### src/rtl/serial_subtractor_if.sv
// rtl/serial_subtractor_if.sv - request/result bundle for the bit-serial subtractor
interface serial_subtractor_if #(
  parameter int WIDTH = 8
);
  logic             start;
  logic [WIDTH-1:0] a;
  logic [WIDTH-1:0] b;
  logic             bin;
  logic             busy;
  logic             done;
  logic [WIDTH-1:0] diff;
  logic             bout;
  logic             ovf;

  modport master (
    output start, a, b, bin,
    input  busy, done, diff, bout, ovf
  );

  modport slave (
    input  start, a, b, bin,
    output busy, done, diff, bout, ovf
  );
endinterface

### src/rtl/serial_subtractor.sv
// rtl/serial_subtractor.sv - bit-serial a - b - bin, LSB first, one full-subtractor cell
module serial_subtractor #(
  parameter int WIDTH = 8
) (
  input  logic               clk,
  input  logic               rst_n,
  serial_subtractor_if.slave bus
);
  localparam int CW = (WIDTH > 1) ? $clog2(WIDTH) : 1;
  localparam logic [CW-1:0] LAST   = CW'(WIDTH - 1);
  localparam logic [CW-1:0] PENULT = CW'((WIDTH > 1) ? WIDTH - 2 : 0);

  typedef enum logic [1:0] {IDLE, RUN, DONE} state_t;

  state_t           state;
  state_t           state_nx;
  logic [WIDTH-1:0] a_sh;
  logic [WIDTH-1:0] b_sh;
  logic [WIDTH-1:0] r_sh;
  logic             br;
  logic             msb_br;
  logic [CW-1:0]    cnt;
  logic [WIDTH-1:0] diff_q;
  logic             bout_q;
  logic             ovf_q;
  logic             busy_c;
  logic             done_c;

  logic             a0;
  logic             b0;
  logic             d;
  logic             br_nx;
  logic [WIDTH:0]   r_cat;
  logic [WIDTH-1:0] r_nx;

  always_comb begin
    a0    = a_sh[0];
    b0    = b_sh[0];
    d     = a0 ^ b0 ^ br;
    br_nx = (~a0 & b0) | (~(a0 ^ b0) & br);
    r_cat = {d, r_sh};
    r_nx  = r_cat[WIDTH:1];
  end

  always_ff @(posedge clk or negedge rst_n) begin
    if (!rst_n) state <= IDLE;
    else        state <= state_nx;
  end

  always_comb begin
    state_nx = state;
    busy_c   = 1'b0;
    done_c   = 1'b0;
    case (state)
      IDLE: if (bus.start) state_nx = RUN;
      RUN: begin
        busy_c = 1'b1;
        if (cnt == LAST) state_nx = DONE;
      end
      DONE: begin
        done_c   = 1'b1;
        state_nx = IDLE;
      end
      default: state_nx = IDLE;
    endcase
  end

  // msb_br tracks the borrow into the MSB; for WIDTH=1 that is bin itself
  always_ff @(posedge clk or negedge rst_n) begin
    if (!rst_n) begin
      a_sh   <= '0;
      b_sh   <= '0;
      r_sh   <= '0;
      br     <= 1'b0;
      msb_br <= 1'b0;
      cnt    <= '0;
      diff_q <= '0;
      bout_q <= 1'b0;
      ovf_q  <= 1'b0;
    end else if (state == IDLE) begin
      if (bus.start) begin
        a_sh   <= bus.a;
        b_sh   <= bus.b;
        br     <= bus.bin;
        msb_br <= bus.bin;
        cnt    <= '0;
      end
    end else if (state == RUN) begin
      a_sh <= a_sh >> 1;
      b_sh <= b_sh >> 1;
      r_sh <= r_nx;
      br   <= br_nx;
      cnt  <= cnt + 1'b1;
      if (WIDTH > 1 && cnt == PENULT) msb_br <= br_nx;
      if (cnt == LAST) begin
        diff_q <= r_nx;
        bout_q <= br_nx;
        ovf_q  <= msb_br ^ br_nx;
      end
    end
  end

  assign bus.busy = busy_c;
  assign bus.done = done_c;
  assign bus.diff = diff_q;
  assign bus.bout = bout_q;
  assign bus.ovf  = ovf_q;
endmodule

### src/flat_wrapper.sv
// flat-port wrapper written by rule: the top's interface ports become plain ports
module serial_subtractor_flat 
#(
  parameter int WIDTH = 8
)
  (clk, rst_n, bus_start, bus_a, bus_b, bus_bin, bus_busy, bus_done, bus_diff, bus_bout, bus_ovf);
  serial_subtractor_if #(.WIDTH(WIDTH)) bus_i ();
  input  logic clk;
  input  logic rst_n;
  input wire logic [$bits(bus_i.start)-1:0] bus_start;
  input wire logic [$bits(bus_i.a)-1:0] bus_a;
  input wire logic [$bits(bus_i.b)-1:0] bus_b;
  input wire logic [$bits(bus_i.bin)-1:0] bus_bin;
  output wire logic [$bits(bus_i.busy)-1:0] bus_busy;
  output wire logic [$bits(bus_i.done)-1:0] bus_done;
  output wire logic [$bits(bus_i.diff)-1:0] bus_diff;
  output wire logic [$bits(bus_i.bout)-1:0] bus_bout;
  output wire logic [$bits(bus_i.ovf)-1:0] bus_ovf;
  assign bus_i.start = bus_start;
  assign bus_i.a = bus_a;
  assign bus_i.b = bus_b;
  assign bus_i.bin = bus_bin;
  assign bus_busy = bus_i.busy;
  assign bus_done = bus_i.done;
  assign bus_diff = bus_i.diff;
  assign bus_bout = bus_i.bout;
  assign bus_ovf = bus_i.ovf;
  serial_subtractor #(.WIDTH(WIDTH)) u_core (.clk(clk), .rst_n(rst_n), .bus(bus_i));
endmodule
### config.mk
export PLATFORM = sky130hd
export DESIGN_NAME = serial_subtractor_flat
export DESIGN_NICKNAME = d
export VERILOG_FILES = /design/src/rtl/serial_subtractor_if.sv /design/src/rtl/serial_subtractor.sv /design/src/flat_wrapper.sv
export SDC_FILE = /design/constraint.sdc
export NUM_CORES = 1
export LEC_CHECK = 0
export ABC_AREA = 1
export BUFFER_PORTS_ARGS = -buffer_cell sky130_fd_sc_hd__clkbuf_2
export CELL_PAD_IN_SITES_DETAIL_PLACEMENT = 1
export CELL_PAD_IN_SITES_GLOBAL_PLACEMENT = 1
export CORE_ASPECT_RATIO = 1.25
export CORE_MARGIN = 2
export CORE_UTILIZATION = 35
export DETAILED_ROUTE_END_ITERATION = 6
export PLACE_DENSITY = 0.71
export SLEW_MARGIN = 20
export SYNTH_ARGS = -nofsm -noshare
export SYNTH_HDL_FRONTEND = slang
export SYNTH_SLANG_ARGS = --single-unit
### constraint.sdc
create_clock -name clk -period 1.8 [get_ports clk]
set_input_delay 0.09 -clock clk [delete_from_list [all_inputs] [get_ports clk]]
set_output_delay 0.09 -clock clk [all_outputs]
set_load 0.02 [all_outputs]
# ---- Word level (Yosys, flattened, before mapping)
# Index checks and enable logic that the tools add are counted.
dict set report totals {
  reg_bits 41
  in_bits 20
  output_inout_bits 12
  elab_cells 54
}
dict set report classes {
  addsub 1
  n_eq_ne 6
  mux 20
  bitwise 9
  n_reduce_logical 8
}
# cell count
set ops {}
lappend ops {{$mux W8} 6}
lappend ops {{$mux W3} 3}
lappend ops {{$mux W1} 8}
lappend ops {{$eq A3 B3 Y1 const B} 2}
lappend ops {{$reduce_and A2 Y1} 3}
lappend ops {{$reduce_and A3 Y1} 2}
lappend ops {{$mux W2} 2}
lappend ops {{$pmux W2 S2} 1}
lappend ops {{$reduce_bool A2 Y1} 2}
lappend ops {{$add A3 B1 Y3 const B} 1}
lappend ops {{$not A1 Y1} 3}
lappend ops {{$xor A1 B1 Y1} 3}
lappend ops {{$and A1 B1 Y1} 2}
lappend ops {{$eq A2 B1 Y1 const B} 1}
lappend ops {{$eq A2 B2 Y1 const B} 1}
lappend ops {{$logic_not A2 Y1} 1}
lappend ops {{$ne A2 B1 Y1 const B} 1}
lappend ops {{$ne A2 B2 Y1 const B} 1}
lappend ops {{$or A1 B1 Y1} 1}

# ---- Logic depth before layout (Yosys ltp)
# Gate-level depths: netlist of run 1.
dict set report logic_depth {
  word_depth 7
  depth_mapped 8
  depth_no_buf 8
}

# ---- Worst setup path before layout of run 1
# No wires, ideal clock.
dict set report synth_timing {
  kind {register -> register}
  start {reg u_core.cnt[1]}
  end {reg u_core.diff_q[0], in the netlist u_core.bus.diff[0]}
  setup_time_ns 0.116
  arrival_ns 1.107
  required_ns 1.684
  path_slack_ns 0.576
  stages_incl_launch_ff 8
  path_buffers 1
  synth_period_minus_slack_ns 1.224
  path_cell_list {dfrtp_1 -> ha_1 -> ha_1 -> nand2_1 -> buf_2 -> inv_1 -> nand2_1 -> nand2_1}
}
dict set report synth_via {
  elab_chain_len 2
}
# item line
set synth_rtl {}
lappend synth_rtl {{from (decl)} serial_subtractor.sv:22} ;# logic [CW-1:0] cnt;
lappend synth_rtl {{from (signal assigned)} serial_subtractor.sv:93} ;# cnt <= cnt + 1'b1;
lappend synth_rtl {{$eq A3 B3 Y1} serial_subtractor.sv:95} ;# if (cnt == LAST) begin
lappend synth_rtl {{$reduce_and A3 Y1 (no line)} n/a}
lappend synth_rtl {{to (signal assigned)} serial_subtractor.sv:96} ;# diff_q <= r_nx;
lappend synth_rtl {{to (decl)} serial_subtractor.sv:23} ;# logic [WIDTH-1:0] diff_q;
# No other way between the ends.
# A chain may end at the register's enable or synchronous reset.

# ---- Worst setup path after layout of run 1
dict set report layout_timing {
  start {reg u_core.state[0]}
  end {reg u_core.br}
}
dict set report layout_via {
  elab_chain_len 3
  word_cells_on_any_way 6
  classes_between {eq/ne (2); mux (1); reduce/logical (3)}
}
# item line
set layout_rtl {}
lappend layout_rtl {{from (decl)} serial_subtractor.sv:15} ;# state_t state;
lappend layout_rtl {{from (signal assigned)} serial_subtractor.sv:47} ;# else state <= state_nx;
lappend layout_rtl {{$eq A2 B1 Y1 or $logic_not A2 Y1 (tied branches)} {serial_subtractor.sv:88, serial_subtractor.sv:80}}
lappend layout_rtl {{$reduce_bool A2 Y1 (no line) or $ne A2 B2 Y1 (tied branches)} n/a}
lappend layout_rtl {{$reduce_and A2 Y1 (no line)} n/a}
lappend layout_rtl {{to (signal assigned)} serial_subtractor.sv:84} ;# br <= bus.bin;
lappend layout_rtl {{to (signal assigned)} serial_subtractor.sv:92} ;# br <= br_nx;
lappend layout_rtl {{to (decl)} serial_subtractor.sv:20} ;# logic br;
# Parallel ways exist; a longest one is shown, timed or not.

==> metrics, run 1 <==
die width 69.65 microns; Seq/Total Area, Yosys 53.09%; gpl congestion 0.6965; total die area 0.005994 sq mm; CTS H-tree depth 2; CORE AREA 0.005152 sq mm; DR vias 1,545; RSZ-0062 raised after global routing false; Slew @ Worst Pin 0.5228 ns; I/O Pins 32; CP Capture Type flop; FF-to-FF setup slack 0.44 ns; Crit Path Class reg2reg; Pwr Density 1725 mW/mm^2; worst min-delay path class in2reg; post-detail-place hpwl 2794 microns; detailed-route wire length per cell 12.13 microns; Max IR drop VDD 0.0008691 V; final layout net count 295; Overall Power 3.835 mW; # rows 29; Yosys cell types 16; Setup Fix Bufs, Post-CTS 0; placed instance count 325; setup TNS 0 ns; Critical Path AT 1.55 ns; R2R Path Start u_core.state[0]; GRT Resource Usage Total 14.66%; multi-input logic area 665.6 sq um; post-route clock period utilization 75.39%; Cells after Synth 236; drt initial violations 58; cts bufs inserted 5; Setup-failing EPs final 0; ant diodes 0; Worst slew margin 65.07%; Post-Syn Area 0.001886 sq mm; crit-path cells inv_1, nand2_1, nand2_1, nand2_1, nand2_1, nand2_1; most used cell, CP nand2_1; Finished Layout Cells 334; Critical Path Fanout Max 15; DRC 0; Reg area 0.001001 sq mm; FF-to-FF End u_core.br; Hold Slack 0.01299 ns; largest net degree at the start of global routing 41; CTS tree yes; Max Cap Viol 0; Place WS 0.4422 ns; initial antenna violation count 0; Final Hold Viols 0; Finished Cell Area 0.002223 sq mm; clock transition at the registers of the reported paths 0.08 ns; Clock Skews 0.004647 ns; placed cell area 0.002102 sq mm; Worst path top cell family by delay simple AND/OR/NAND/NOR gates; Clock Path Buffers 2; # clock sinks 40; drt pass-1 iters 4; Highest Clock Rate 736.9 MHz; Slew Limit Fails 0; Critical-path top delay cell dfrtp_1; Synthesized Nets 260; CTS Root Buffer Type clkbuf_8; vias per inst 4.626; final WL 4053 microns; layout cell share with drive strength beyond 1 18.01%; post-cts resize count 0; WP buf/inv 1; die height 86.06 microns; Worst Path Required 1.99 ns; first-pass GRT wire length 7038 microns; vias in the first global route 1,580; min cycle time layout 1.357 ns; overflow left after global routing 0; # port buffers 31; post-layout util 43.15%; yosys warns 0; status completed; area grow syn2layout 17.92%; Synth Area per Inst 7.990 sq um; Antenna Violating Nets Remaining 0; type of origin of the critical path flop; Fillers 661; initial cell density of the core 36.60%; Setup crit end u_core.br; final worst slack 0.4430 ns; Min-Delay Path Depth 3; synthesis-stage register bit count 40; CP peak stage delay 0.43 ns; reg2reg path depth 6; Leak Pwr 1.286 nW; Post-CTS Hold Buffers 1; clk_lat worst skew 0.29 ns; Crit path depth 6; CP startpoint u_core.state[0]
[worst min-delay path: cells and delay by family]
kind	cells	cell delay, ns
buffers and inverters	1	0.07
AND/OR/NAND/NOR	1	0.04
AO/OA/AOI/OAI	1	0.06
[flip-flops by register name (all words and copies together) (netlist names), 2 cells and up]
| register | flops |
|---|---|
| u_core.b_sh | 8 |
| u_core.state | 2 |
| u_core.bus.diff | 8 |
| u_core.a_sh | 8 |
| u_core.r_sh | 7 |
| u_core.cnt | 3 |
[cells by family (layout without fill, tap and decap cells)]
group,after synthesis,after routing,synth area share [%]
buffers and inverters,53,89,11.61
DFF,40,40,53.09
AOI/OAI and AO/OA,21,21,5.574
and+or+nand+nor,117,117,26.21
xor gates and xnor gates,1,1,0.4646
adders and majority gates,4,4,3.053
[synthesized netlist by cell type]
cell     count  area share (%)
inv_1       43             8.6
nand2_1     79              16
inv_2        1            0.20
xor2_1       1            0.46
buf_4        1            0.40
ha_1         3             2.0
nand3_1     32             8.5
buf_6        1            0.60
dfrtp_1     40              53
nor2_1       2            0.40
nand2_2      3             1.0
fa_1         1             1.1
o21ai_1      1            0.27
buf_2        7             1.9
nor2_4       1            0.60
o21ai_0     20             5.3
[where the power goes]
| group | leakage (nW) | internal (mW) | switching (mW) |
|---|---|---|---|
| clock | 0.0541 | 0.410 | 0.323 |
| sequential | 0.496 | 1.31 | 0.222 |
| combinational | 0.735 | 0.544 | 1.02 |
[layer usage]
metal  track usage [%]  vias to the layer above  wire length (microns)
li1                  -                      780                      -
met1             17.91                      730                   1825
met2             26.14                       29                   2014
met3             3.173                        6                    161
met4             4.196                        0                     53
met5                 0                        -                      0
[how the worst min path moves through the flow]
| stage | from | end | slack, ns |
|---|---|---|---|
| final | bus_b[7] | u_core.b_sh[7] | 0.01 |
| after CTS | bus_b[7] | u_core.b_sh[7] | 0.02 |
| after global placement | rst_n | u_core.bus.diff[0] | 0.19 |
| after floorplan | rst_n | u_core.a_sh[0] | -0.21 |
| after global routing | bus_b[7] | u_core.b_sh[7] | 0.04 |
| after detailed placement | rst_n | u_core.bus.diff[1] | 0.19 |
[cell type report]
type	instances	area share (%)
clock inverter	3	1.913
multi-input combinational	143	29.94
timing repair buffer	37	9.116
sequential	40	45.02
clock buffer	5	3.095
tap	62	3.489
inverter	44	7.428
[cells in the final DEF (no fill, tap or decap)]
master	n
buf_4	5
bufinv_16	1
clkbuf_2	31
clkbuf_8	5
clkinv_2	1
clkinvlp_4	1
dfrtp_1	40
dlygate4sd3_1	1
fa_1	1
ha_1	3
inv_1	43
inv_2	1
nand2_1	79
nand2_2	3
nand3_1	32
nor2_1	2
nor2_4	1
o21ai_0	20
o21ai_1	1
xor2_1	1
No activity file was read; power rests on OpenSTA's default activity.
==> inputs of run 2 (changes only) <==
- clock period: 1.8 -> 1.3 ns (I/O delays scaled with it)
==> run 2 against run 1 <==
Combinational power is 59% higher. Sequential cell count did not move. Sequential share of layout area decreased by 3.2 points. Via count is 0.58% higher. Routed wire length increased by 13%. Critical path depth decreased by 3. Clock-buffer cell count rose by 1. Clock power increased by 17%. Hold slack better by 0.058 ns. Register-to-register slack got worse by 0.37 ns.
==> metrics, run 2 (same netlist as run 1, synthesis figures left out) <==
final WL 4586 microns (+13%); detailed-route wire length per cell 13.29 microns (+9.5%); Finished Layout Cells 345 (+3.3%); Setup crit end bus_busy; Clock Skews 0.008790 ns (+0.004143 ns); Leak Pwr 1.372 nW (+6.7%); Highest Clock Rate 806.9 MHz; post-layout util 46.43% (+3.3 points); die width 69.65 microns (unchanged); Critical-path top delay cell dfrtp_1; clk_lat worst skew 0.30 ns (about the same); layout cell share with drive strength beyond 1 22.26% (+4.2 points); multi-input logic area 695.7 sq um (+4.5%); post-detail-place hpwl 3028 microns (+8.4%); CP startpoint u_core.state[1]; Worst Path Required 1.24 ns (-0.75 ns); Worst slew margin 69.75% (+4.7 points); Crit Path Class reg2out; I/O Pins 32 (unchanged); Critical Path AT 1.17 ns (-0.38 ns); Worst path top cell family by delay flip-flops; clock transition at the registers of the reported paths 0.08 ns (about the same); min cycle time layout 1.239 ns; total die area 0.005994 sq mm (unchanged); Clock Path Buffers 2 (unchanged); Pwr Density 2310 mW/mm^2 (+34%); Fillers 647 (-2.1%); most common cell after layout, fill and taps aside nand2_1; die height 86.06 microns (unchanged); most used cell, CP buf_4; Critical Path Fanout Max 4 (-11); Antenna Violating Nets Remaining 0 (unchanged); CP Capture Type output port; Slew Limit Fails 0 (unchanged); final layout net count 306 (+3.7%); ant diodes 0 (unchanged); DR vias 1,554 (+0.58%); Slew @ Worst Pin 0.4537 ns (-0.06904 ns); post-route clock period utilization 95.33%; status completed; type of origin of the critical path flop; Overall Power 5.526 mW (+44%); overflow left after global routing 0 (unchanged); FF-to-FF setup slack 0.07 ns (-0.37 ns); FF-to-FF End u_core.r_sh[7]; WP buf/inv 2 (+1); R2R Path Start u_core.b_sh[0]; cts bufs inserted 5 (unchanged); # port buffers 31 (unchanged); worst min-delay path class in2reg; Crit path depth 3 (-3); vias per inst 4.504 (-2.6%); first-pass GRT wire length 7424 microns (+5.5%); reg2reg path depth 4 (-2); CTS tree yes; Place WS 0.005257 ns (-0.4369 ns); gpl congestion 0.7521 (+8.0%); drt pass-1 iters 4 (unchanged); GRT Resource Usage Total 15.67% (+1.0 points); CTS H-tree depth 2 (unchanged); # rows 29 (unchanged); most frequent cells in the layout nand2_1, inv_1, dfrtp_1, nand3_1, clkbuf_2; initial cell density of the core 36.60% (unchanged); CP peak stage delay 0.44 ns (about the same); area grow syn2layout 26.87%; Setup-failing EPs final 0 (unchanged); Reg area 0.001001 sq mm (unchanged); final worst slack 0.06066 ns (-0.3824 ns); # clock sinks 40 (unchanged); crit-path cells nor2_4, buf_4, buf_4; initial antenna violation count 0 (unchanged); Final Hold Viols 0 (unchanged); DRC 0 (unchanged); Max IR drop VDD 0.0008492 V (-2.3%); drt initial violations 55 (-5.2%); Max Cap Viol 0 (unchanged); placed instance count 329 (+1.2%); largest net degree at the start of global routing 27 (-34%); CORE AREA 0.005152 sq mm (unchanged); CTS Root Buffer Type clkbuf_8; vias in the first global route 1,604 (+1.5%)
## run 2: routing by layer
| metal | vias to the layer above | wire length, microns | global-route usage, % |
|---|---|---|---|
| met5 | - | 0 | 0 |
| met4 | 0 | 64 | 5.769 |
| met3 | 5 | 152 | 3.878 |
| met2 | 31 | 2288 | 27.62 |
| met1 | 713 | 2081 | 18.55 |
| li1 | 805 | - | - |
## run 2: tightest hold or removal path: stages
cell,delay (ns)
clkbuf_2,0.07
inv_1,0.03
nand2_1,0.05
nand3_1,0.07
nand2_1,0.05
## run 2: stage by stage
| step | TNS [ns] | area [sq um] | hold WS [ns] |
|---|---|---|---|
| 2_1_floorplan | 0 | 1886 | -0.2306 |
| 3_3_place_gp | 0 | 2157 | 0.01958 |
| 3_5_place_dp | 0 | 2157 | 0.02423 |
| 4_1_cts | 0 | 2282 | 0.07502 |
| 5_1_grt | -0.008340 | 2392 | 0.09496 |
| 6_report | 0 | 2392 | 0.07093 |
## run 2: how the worst min path moves through the flow
stage,from,end,slack (ns),depth (start not counted)
floorplan,rst_n,u_core.a_sh[0],-0.23,0
global placement,rst_n,u_core.r_sh[1],0.02,1
global route,bus_b[1],u_core.b_sh[1],0.09,5
CTS,bus_b[6],u_core.b_sh[6],0.08,5
detailed placement,rst_n,u_core.r_sh[1],0.02,1
finish,bus_a[1],u_core.a_sh[1],0.07,5
## run 2: cell type report
| cell class | count | area share, % |
|---|---|---|
| Clock buffer | 6 | 3.452 |
| Clock inverter | 2 | 0.4184 |
| Inverter | 44 | 6.904 |
| Multi-Input combinational cell | 143 | 29.08 |
| Sequential cell | 40 | 41.84 |
| Tap cell | 62 | 3.243 |
| Timing Repair Buffer | 48 | 15.06 |
## run 2: where the power goes
group | switching, mW | internal [mW] | leakage, nW
Clock | 0.439 | 0.424 | 0.0510
Combinational | 1.52 | 0.979 | 0.825
Sequential | 0.342 | 1.82 | 0.496
Total | 2.30 | 3.22 | 1.37
## run 2: repair_timing
item | CTS | global route
setup endpoints to repair | 1 | 15
endpoints found under the hold margin | 16 | 0
cloned | 0 | 3
hold buffers | 3 | 0
gates resized for setup | 1 | 12
setup buffers | 0 | 2
pin swaps | 0 | 1
